### src/rtl/geofence_poly.sv
// Point-in-convex-polygon tester: loads a target and NVERT vertices, angle-sorts them
// about v[0], then tests the target against every edge. Option macro: GEOFENCE_EDGE_EN.
module geofence_poly #(
  parameter int COORD_W = 10,
  parameter int NVERT   = 6,
  parameter int IDX_W   = 4
) (
  input  logic               clk,
  input  logic               reset,
  input  logic [COORD_W-1:0] X,
  input  logic [COORD_W-1:0] Y,
  input  logic               in_valid,
  output logic               in_ready,
  output logic               valid,
  output logic               is_inside,
  output logic               on_edge
);

  localparam int DW = COORD_W + 1;
  localparam int PW = 2 * COORD_W + 2;

  typedef enum logic [3:0] {
    IDLE, LOAD, SORT_A, SORT_B, SWAP, TEST_P, TEST_Q, TEST_R, DONE
  } state_t;

  state_t state, state_next;

  logic [COORD_W-1:0] xt, yt;
  logic [COORD_W-1:0] vx [NVERT];
  logic [COORD_W-1:0] vy [NVERT];
  logic [IDX_W-1:0]   cnt, idx, idx1, pass_len;
  logic signed [PW-1:0] hold_a, hold_b, prod;
  logic [NVERT-1:0]   s;
`ifdef GEOFENCE_EDGE_EN
  logic [NVERT-1:0]   z;
`else
  logic               zero_seen;
`endif

  logic [COORD_W-1:0] xa, ya, xb, yb;
  logic [COORD_W-1:0] mx_p, mx_s, my_p, my_s;
  logic signed [DW-1:0] diff_x, diff_y;
  logic xfer, swap_req, last_cmp, final_cmp;

  assign in_ready = (state == LOAD);
  assign valid    = (state == DONE);
  assign xfer     = in_ready & in_valid;

  // idx1 wraps only in TEST; during SORT idx never exceeds NVERT-2.
  assign idx1 = (idx == IDX_W'(NVERT - 1)) ? '0 : idx + 1'b1;

  always_comb begin
    xa = '0;
    ya = '0;
    xb = '0;
    yb = '0;
    for (int j = 0; j < NVERT; j++) begin
      if (idx == IDX_W'(j)) begin
        xa = vx[j];
        ya = vy[j];
      end
      if (idx1 == IDX_W'(j)) begin
        xb = vx[j];
        yb = vy[j];
      end
    end
  end

  // Both phases share one multiplier: first product (xa,yb), second (xb,ya),
  // relative to v[0] while sorting and to the target while testing.
  always_comb begin
    mx_p = xa;
    my_p = yb;
    mx_s = vx[0];
    my_s = vy[0];
    if (state == SORT_B || state == TEST_Q) begin
      mx_p = xb;
      my_p = ya;
    end
    if (state == TEST_P || state == TEST_Q) begin
      mx_s = xt;
      my_s = yt;
    end
  end

  assign diff_x = $signed({1'b0, mx_p}) - $signed({1'b0, mx_s});
  assign diff_y = $signed({1'b0, my_p}) - $signed({1'b0, my_s});
  assign prod   = PW'(diff_x) * PW'(diff_y);

  assign swap_req  = (hold_a < prod);
  assign last_cmp  = (idx == pass_len);
  assign final_cmp = last_cmp && (pass_len == IDX_W'(1));

  // NOTE: every variable driven here gets a default first so no latch is inferred.
  always_comb begin
    state_next = state;
    case (state)
      IDLE:    state_next = LOAD;
      LOAD:    if (xfer && cnt == IDX_W'(NVERT)) state_next = SORT_A;
      SORT_A:  state_next = SORT_B;
      SORT_B:  if (swap_req)       state_next = SWAP;
               else if (final_cmp) state_next = TEST_P;
               else                state_next = SORT_A;
      SWAP:    state_next = final_cmp ? TEST_P : SORT_A;
      TEST_P:  state_next = TEST_Q;
      TEST_Q:  state_next = TEST_R;
      TEST_R:  state_next = (idx == IDX_W'(NVERT - 1)) ? DONE : TEST_P;
      DONE:    state_next = LOAD;
      default: state_next = IDLE;
    endcase
  end

  always_ff @(posedge clk or negedge reset) begin
    if (!reset) state <= IDLE;
    else        state <= state_next;
  end

  // NOTE: the vertex buffer is a handful of flops, so it is cleared with the rest of the
  // state; a RAM-based buffer would be left unreset.
  always_ff @(posedge clk or negedge reset) begin
    if (!reset) begin
      xt       <= '0;
      yt       <= '0;
      cnt      <= '0;
      idx      <= '0;
      pass_len <= '0;
      hold_a   <= '0;
      hold_b   <= '0;
      s        <= '0;
`ifdef GEOFENCE_EDGE_EN
      z        <= '0;
`else
      zero_seen <= 1'b0;
`endif
      for (int j = 0; j < NVERT; j++) begin
        vx[j] <= '0;
        vy[j] <= '0;
      end
    end else begin
      case (state)
        LOAD: if (xfer) begin
          if (cnt == '0) begin
            xt <= X;
            yt <= Y;
          end
          for (int j = 0; j < NVERT; j++) begin
            if (cnt == IDX_W'(j + 1)) begin
              vx[j] <= X;
              vy[j] <= Y;
            end
          end
          if (cnt == IDX_W'(NVERT)) begin
            cnt      <= '0;
            idx      <= IDX_W'(1);
            pass_len <= IDX_W'(NVERT - 2);
`ifndef GEOFENCE_EDGE_EN
            zero_seen <= 1'b0;
`endif
          end else begin
            cnt <= cnt + 1'b1;
          end
        end
        SORT_A, TEST_P: hold_a <= prod;
        TEST_Q:         hold_b <= prod;
        SORT_B, SWAP: begin
          if (state == SWAP) begin
            for (int j = 0; j < NVERT; j++) begin
              if (idx == IDX_W'(j)) begin
                vx[j] <= xb;
                vy[j] <= yb;
              end
              if (idx1 == IDX_W'(j)) begin
                vx[j] <= xa;
                vy[j] <= ya;
              end
            end
          end
          if (state == SWAP || !swap_req) begin
            if (final_cmp) begin
              idx      <= '0;
              pass_len <= '0;
            end else if (last_cmp) begin
              idx      <= IDX_W'(1);
              pass_len <= pass_len - 1'b1;
            end else begin
              idx <= idx + 1'b1;
            end
          end
        end
        TEST_R: begin
          for (int j = 0; j < NVERT; j++) begin
            if (idx == IDX_W'(j)) begin
              s[j] <= (hold_a > hold_b);
`ifdef GEOFENCE_EDGE_EN
              z[j] <= (hold_a == hold_b);
`endif
            end
          end
`ifndef GEOFENCE_EDGE_EN
          if (hold_a == hold_b) zero_seen <= 1'b1;
`endif
          idx <= idx + 1'b1;
        end
        default: ;
      endcase
    end
  end

`ifdef GEOFENCE_EDGE_EN
  // A zero edge has s=0, so "all non-zero edges negative" reduces to no s bit set.
  logic inside_raw;
  assign inside_raw = (&(s | z)) | ~(|s);
  assign is_inside  = valid & inside_raw;
  assign on_edge    = valid & inside_raw & (|z);
`else
  assign is_inside = valid & ~zero_seen & ((&s) | ~(|s));
  assign on_edge   = 1'b0;
`endif

endmodule

### config.mk
export PLATFORM = sky130hd
export DESIGN_NAME = geofence_poly
export DESIGN_NICKNAME = d
export VERILOG_FILES = /design/src/rtl/geofence_poly.sv
export SDC_FILE = /design/constraint.sdc
export NUM_CORES = 1
export LEC_CHECK = 0
export BUFFER_PORTS_ARGS = -buffer_cell sky130_fd_sc_hd__buf_4
export CORE_ASPECT_RATIO = 1.75
export CORE_UTILIZATION = 40
export CTS_CLUSTER_DIAMETER = 100
export DETAILED_ROUTE_END_ITERATION = 6
export GPL_ROUTABILITY_DRIVEN = 0
export GPL_TIMING_DRIVEN = 0
export PLACE_DENSITY = 0.56
export REMOVE_ABC_BUFFERS = 1
export SKIP_CTS_REPAIR_TIMING = 1
export SYNTH_ARGS = -nofsm -noshare
export SYNTH_HDL_FRONTEND = slang
export SYNTH_SLANG_ARGS = --single-unit
### constraint.sdc
create_clock -name clk -period 12 [get_ports clk]
set_input_delay 1.2 -clock clk [delete_from_list [all_inputs] [get_ports clk]]
set_output_delay 1.2 -clock clk [all_outputs]
set_load 0.02 [all_outputs]
Word level (Yosys, flattened, before mapping) --
Index checks and enable logic that the tools add are counted.
Operators by class: $add $sub $neg 5, $mul 1, $lt $le $gt $ge 2, equality and inequality tests 45, muxes and demuxes 93, bitwise logic cells 6, reductions and logical operators 35
Operators with widths (number):
- 10-bit two-way mux | 64
- 60-bit two-way mux | 4
- 60-bit one-hot mux with 2 select lines | 2
- 4-bit two-way mux | 14
- 4-bit by 3-bit == test with 1-bit output (second input constant) | 11
- 5-bit AND reduction | 7
- 4-bit by 2-bit == test with 1-bit output (second input constant) | 8
- 4-bit one-hot mux with 8 select lines | 1
- 22-bit == test | 1
- 22-bit greater-than comparator | 1
- 22-bit less-than comparator | 1
- 11-bit by 11-bit multiplier with 22-bit output | 1
- 10-bit by 10-bit subtractor with 11-bit output | 2
- 3-bit != test (second input constant) | 7
- 4-bit by 1-bit == test with 1-bit output (second input constant) | 5
- 4-bit logical NOT | 4
- 2-bit by 1-bit != test with 1-bit output (second input constant) | 8
- 2-bit AND reduction | 7
- 4-bit one-hot mux with 3 select lines | 1
- 4-bit by 1-bit adder with 4-bit output (second input constant) | 2
- 4-bit one-hot mux with 2 select lines | 1
- 4-bit AND reduction | 2
- 3-bit two-way mux | 2
- 2-bit != test (second input constant) | 3
- other kinds (17) | 28
Word-level totals: register bits 207, output and inout port bits 4

Longest topological paths before layout --
depth in word-level cells 17, depth in mapped cells 54, gate-level depth less buffers 51

Least setup slack after synthesis --
OpenSTA, ideal clock, no wires.
path kind register to register, from register idx[1], to register idx[1], setup time 0.121 ns, arrival time 10.881 ns, slack 0.998 ns, cell stages (with the launch flop) 53, cell sequence dfrtp_1 -> buf_2 -> inv_1 -> ha_1 -> nor2b_1 -> a31oi_1 -> o32a_1 -> nor2_4 -> buf_2 -> o31ai_1 -> a222oi_1 -> a21o_1 -> nor2_1 -> a21oi_1 -> ha_1 -> fa_1 -> nor2b_1 -> o21ai_0 -> [... 17 more ...] -> a211oi_1 -> a211o_1 -> a31oi_1 -> nand4_1 -> nand4b_1 -> a21oi_1 -> xnor2_1 -> ha_1 -> nand2_1 -> nor2_1 -> nand4_1 -> or3b_2 -> o311ai_1 -> mux2_4 -> xor2_1 -> buf_2 -> a21oi_1 -> a22o_1
On the way: word-level cells in the longest chain between the ends 17, elaborated cells between the ends (all ways) 54, those cells by class add/sub (3); mul (1); order compare (1); eq/ne (12); mux (31); reduce/logical (6)
RTL lines:
- start, declared | RTL line 31 | logic [IDX_W-1:0] cnt, idx, idx1, pass_len;
- start signal, assigned | RTL line 186 | idx <= idx + 1'b1;
- start signal, assigned | RTL line 202 | idx <= idx + 1'b1;
- 4-bit by 1-bit adder with 4-bit output / 4-bit by 3-bit == test with 1-bit output (equally long branches)
- 4-bit two-way mux | RTL line 50 | assign idx1 = (idx == IDX_W'(NVERT - 1)) ? '0 : idx + 1'b1;
- 4-bit logical NOT | RTL line 62 | if (idx1 == IDX_W'(j)) begin
- 10-bit two-way mux (6 in series) | RTL line 62
- 10-bit two-way mux | RTL line 76 | if (state == SORT_B || state == TEST_Q) begin
- 10-bit by 10-bit subtractor with 11-bit output, on equally long branches | RTL line 86, 87
- 11-bit by 11-bit multiplier with 22-bit output | RTL line 88 | assign prod = PW'(diff_x) * PW'(diff_y);
- 22-bit less-than comparator | RTL line 90 | assign swap_req = (hold_a < prod);
- 1-bit logical NOT | RTL line 178 | if (state == SWAP || !swap_req) begin
- 1-bit logical OR | RTL line 178
- 2-bit != test (no source line)
- 4-bit AND reduction (no source line)
Several ways; a longest one is shown, not always the timed one. The select of a mux whose other input is x is not followed. A chain may end at the register's enable or synchronous reset.

Worst setup path in the final report --
from register idx[0], to register state[1]
On the way: word-level cells in the longest chain between the ends 15, elaborated cells between the ends (all ways) 49, those cells by class add/sub (3); mul (1); order compare (1); eq/ne (11); mux (30); reduce/logical (3)
RTL lines:
- 4-bit by 1-bit adder with 4-bit output / 4-bit by 3-bit == test with 1-bit output (equally long branches) | RTL line 50, 58
- 4-bit two-way mux | RTL line 50
- 4-bit logical NOT | RTL line 62
- 10-bit two-way mux (6 in series) | RTL line 62
- 10-bit two-way mux | RTL line 76
- 10-bit by 10-bit subtractor with 11-bit output, on equally long branches | RTL line 86, 87
- 11-bit by 11-bit multiplier with 22-bit output | RTL line 88
- 22-bit less-than comparator | RTL line 90
- 3-bit two-way mux | RTL line 101 | SORT_B: if (swap_req) state_next = SWAP;
- 4-bit one-hot mux with 8 select lines (*) | RTL line 97 | case (state)
- end signal, assigned | RTL line 115 | else state <= state_next;
- end, declared | RTL line 26 | state_t state, state_next;
Mark *: on every way between the ends. The rest lies on a longest branch, timed or not.

==> results.py <==
metrics = {
    "global_route": {
        "met2_usage": 0.4900,
        "grtUsageMet3": 0.03064,
        "top_usage_layer": "met2",
        "gr-usage-all-layers": 0.2623,
        "grt_pass1_vias": 18020,
        "grt_use_met1": 0.2851,
        "grt.overflow.total": 0,
        "grt_max_degree": 80,
        "grt_antenna_before_repair": 0,
        "grt_pass1_wl_um": 99850,
    },
    "timing": {
        "finalWorstSetupSlack_ns": 0.2389,
        "setup_viol": 0,
        "fmax_mhz": 85.03,
        "skew_ns": 0.01405,
        "slew_viol_final": 9,
        "fin_tns_setup_ns": 0,
        "fin_crit_sh": 0.9801,
        "slew_headroom": -0.01088,
        "final-hold-violation-count": 0,
        "tightest_slew_ns": 1.516,
        "period_needed_ns": 11.76,
    },
    "logic_synthesis": {
        "synth_area_um2": 18980,
        "yosysTopAreaCell": "dfrtp_1",
        "yosys-top-cells-area": "dfrtp_1 27%, fa_1 13%, ha_1 7.6%",
        "synth_async_sr_flop_share": 1.000,
        "yosys_warnings": 0,
        "ys_seq_area_frac": 0.2729,
        "ys_types": 75,
        "synth_top_area_frac": 0.2729,
        "yosysMostFrequentCell": "nand2_1",
        "yosys_most_used_dff": "dfrtp_1",
        "yosys-top-cells-count": "304 x nand2_1, 216 x o21ai_0, 207 x dfrtp_1",
        "synth-edff-count": 0,
        "synthCells": 2284,
        "postSynthAreaPerCell_um2": 8.311,
        "ys_ff_latch": 207,
    },
    "clock_network": {
        "cts.clk_slew.worst_paths_ns": 0.07,
        "cts_max_path_buffers": 3,
        "cts_tree": "built",
        "htree_num_levels": 1,
        "worstSkewPairLatency_ns": 0.56,
        "root_buffer": "clkbuf_16",
        "clock-sinks": 207,
        "cts_made_buffers": 24,
    },
    "floorplan": {
        "die-area_um2": 48370,
        "fp.dieW_um": 166.7,
        "start_util": 0.4047,
        "io_pins": 27,
        "core_area_um2": 46900,
        "die_h_um": 290.2,
        "rows": 105,
    },
    "power": {
        "ir_worst_vdd_mv": 0.08160,
        "power.total_mw": 1.516,
        "p_leak_nw": 9.792,
        "powerDensity_nw_per_um2": 68.37,
    },
    "routing": {
        "routed_wl_um": 65950,
        "drtPass1Iterations": 6,
        "drc": 0,
        "postRouteAntennaNets": 0,
        "num_vias": 17910,
        "wl_per_cell_um": 22.73,
        "viasPerCell": 6.173,
        "drt_iter0_markers": 1516,
    },
    "finish": {
        "drive_gt1_frac": 0.1417,
        "nNetsFinal": 2556,
        "num_antenna_cells": 0,
        "area_growth_pct": 16.77,
        "final_cells": 2902,
        "final_core_util": 0.4726,
    },
    "worst_setup_path": {
        "ff2ff_path_depth": 51,
        "cpMostUsedCell": "buf_4",
        "rr_endpoint": "state[1]$_DFFE_PN0P_",
        "slowest_stage": "fa_1",
        "crit_path_max_fanout": 8,
        "arrival_ns": 12.22,
        "criticalPathCategory": "flip-flop to flip-flop",
        "end_kind": "flip-flop",
        "crit_start": "idx[0]$_DFFE_PN0P_",
        "crit_required_ns": 12.46,
        "r2r-start": "idx[0]$_DFFE_PN0P_",
        "endpoint": "state[1]$_DFFE_PN0P_",
        "rrSetupSlack_ns": 0.24,
        "critPathMaxStageDelay_ns": 0.50,
        "setup.worst_path.start_class": "flip-flop",
    },
    "min_path": {
        "hold_class": "flip-flop to flip-flop",
    },
    "status": {
        "failed_checks": "max-slew violations",
        "status": "finished, violations left",
    },
    "place": {
        "portBuffers": 25,
        "hpwlAfterDp_um": 45160,
        "dp_cells": 2777,
        "place_ws_ns": -3.066,
    },
    "flow_run": {
        "cap_violations": 0,
    },
}
## where the power goes
group | leakage [nW] | total, mW | internal, mW | switching [mW]
logic | 6.54 | 0.0362 | 0.0101 | 0.0261
registers | 2.86 | 0.698 | 0.698 | 0
clock network | 0.397 | 0.782 | 0.450 | 0.331
## critical path: cells and delay by family, from the launching register on
family                   cells  cell delay [ns]
multiplexers                 1             0.22
XOR/XNOR                     2             0.24
AND/OR/NAND/NOR             10             2.04
AO/OA/AOI/OAI               19             3.59
buffers and inverters       10             1.35
flip-flops                   1             0.49
adder cells (fa/ha/maj)      9             3.70
## area by class of cell
class                           count  area [um2]
Inverter                          195       742.0
Multi-Input combinational cell   1733       13270
Clock buffer                       34       699.4
Fill cell                        4459       24730
Timing Repair Buffer              136        1429
Tap cell                          588       735.7
Sequential cell                   207        5185
Clock inverter                      9       107.6
## layer usage
layer,vias to the layer above,routed length [um]
li1,8042,-
met1,8775,23250
met2,792,33840
met3,304,4110
met4,0,4748
met5,-,0
## metrics by stage
step                hold slack [ns]  cell area, um2
floorplan                    0.4498           18380
global placement             0.4604           19300
detailed placement           0.4711           20040
CTS                          0.4856           20850
global route                 0.5082           22170
finish                       0.4795           22170
## cell usage in the layout (no fill, tap or decap), drive strengths merged, types with 5 or more instances in the layout
| cell type | instances |
|---|---|
| a31oi | 10 |
| mux2i | 19 |
| fa | 120 |
| a21boi | 9 |
| a211oi | 52 |
| xor2 | 18 |
| a221o | 31 |
| or2 | 7 |
| a221oi | 38 |
| o21a | 11 |
| a22oi | 35 |
| o41ai | 5 |
| o21ai | 226 |
| mux2 | 25 |
| nand2 | 304 |
| nor2b | 22 |
| o31ai | 53 |
| nand3 | 25 |
| xnor2 | 28 |
| ha | 116 |
| and2 | 23 |
| a21oi | 154 |
| nor3 | 17 |
| nor2 | 208 |
| o221ai | 9 |
| o211a | 6 |
| inv | 195 |
| a222oi | 11 |
| o211ai | 17 |
| nand2b | 20 |
| dfrtp | 207 |
| buf | 134 |
| clkbuf | 36 |
| a22o | 14 |
| nand4 | 10 |
| a21o | 38 |
## state kept, by name, indices dropped and copies added, names as in the netlist, 6 cells and up
register	count
hold_b	22
vx	60
yt	10
vy	60
s	6
hold_a	22
xt	10
## worst min-delay path by stage
stage	startpoint	to	slack (ns)	depth (start not counted)
after floorplan	hold_b[10]$_DFFE_PN0N_	hold_b[10]$_DFFE_PN0N_	0.45	2
after global placement	hold_b[11]$_DFFE_PN0N_	hold_b[11]$_DFFE_PN0N_	0.46	2
after detailed placement	hold_b[16]$_DFFE_PN0N_	hold_b[16]$_DFFE_PN0N_	0.47	2
after CTS	hold_b[16]$_DFFE_PN0N_	hold_b[16]$_DFFE_PN0N_	0.49	2
after global routing	hold_b[18]$_DFFE_PN0N_	hold_b[18]$_DFFE_PN0N_	0.51	2
final	hold_b[16]$_DFFE_PN0N_	hold_b[16]$_DFFE_PN0N_	0.48	2
## cell families (layout without fill, tap and decap cells)
logic type | count (synthesis) | count (layout) | synth area share
compound gates | 748 | 749 | 0.2598
simple gates | 655 | 657 | 0.1478
buf+inv | 348 | 374 | 0.07046
fa+ha+maj | 236 | 236 | 0.2030
flops | 207 | 207 | 0.2729
xor+xnor | 45 | 46 | 0.02076
mux | 44 | 44 | 0.02505
other cells | 1 | 1 | 0.0001975
(Power assumes the default switching activity.)
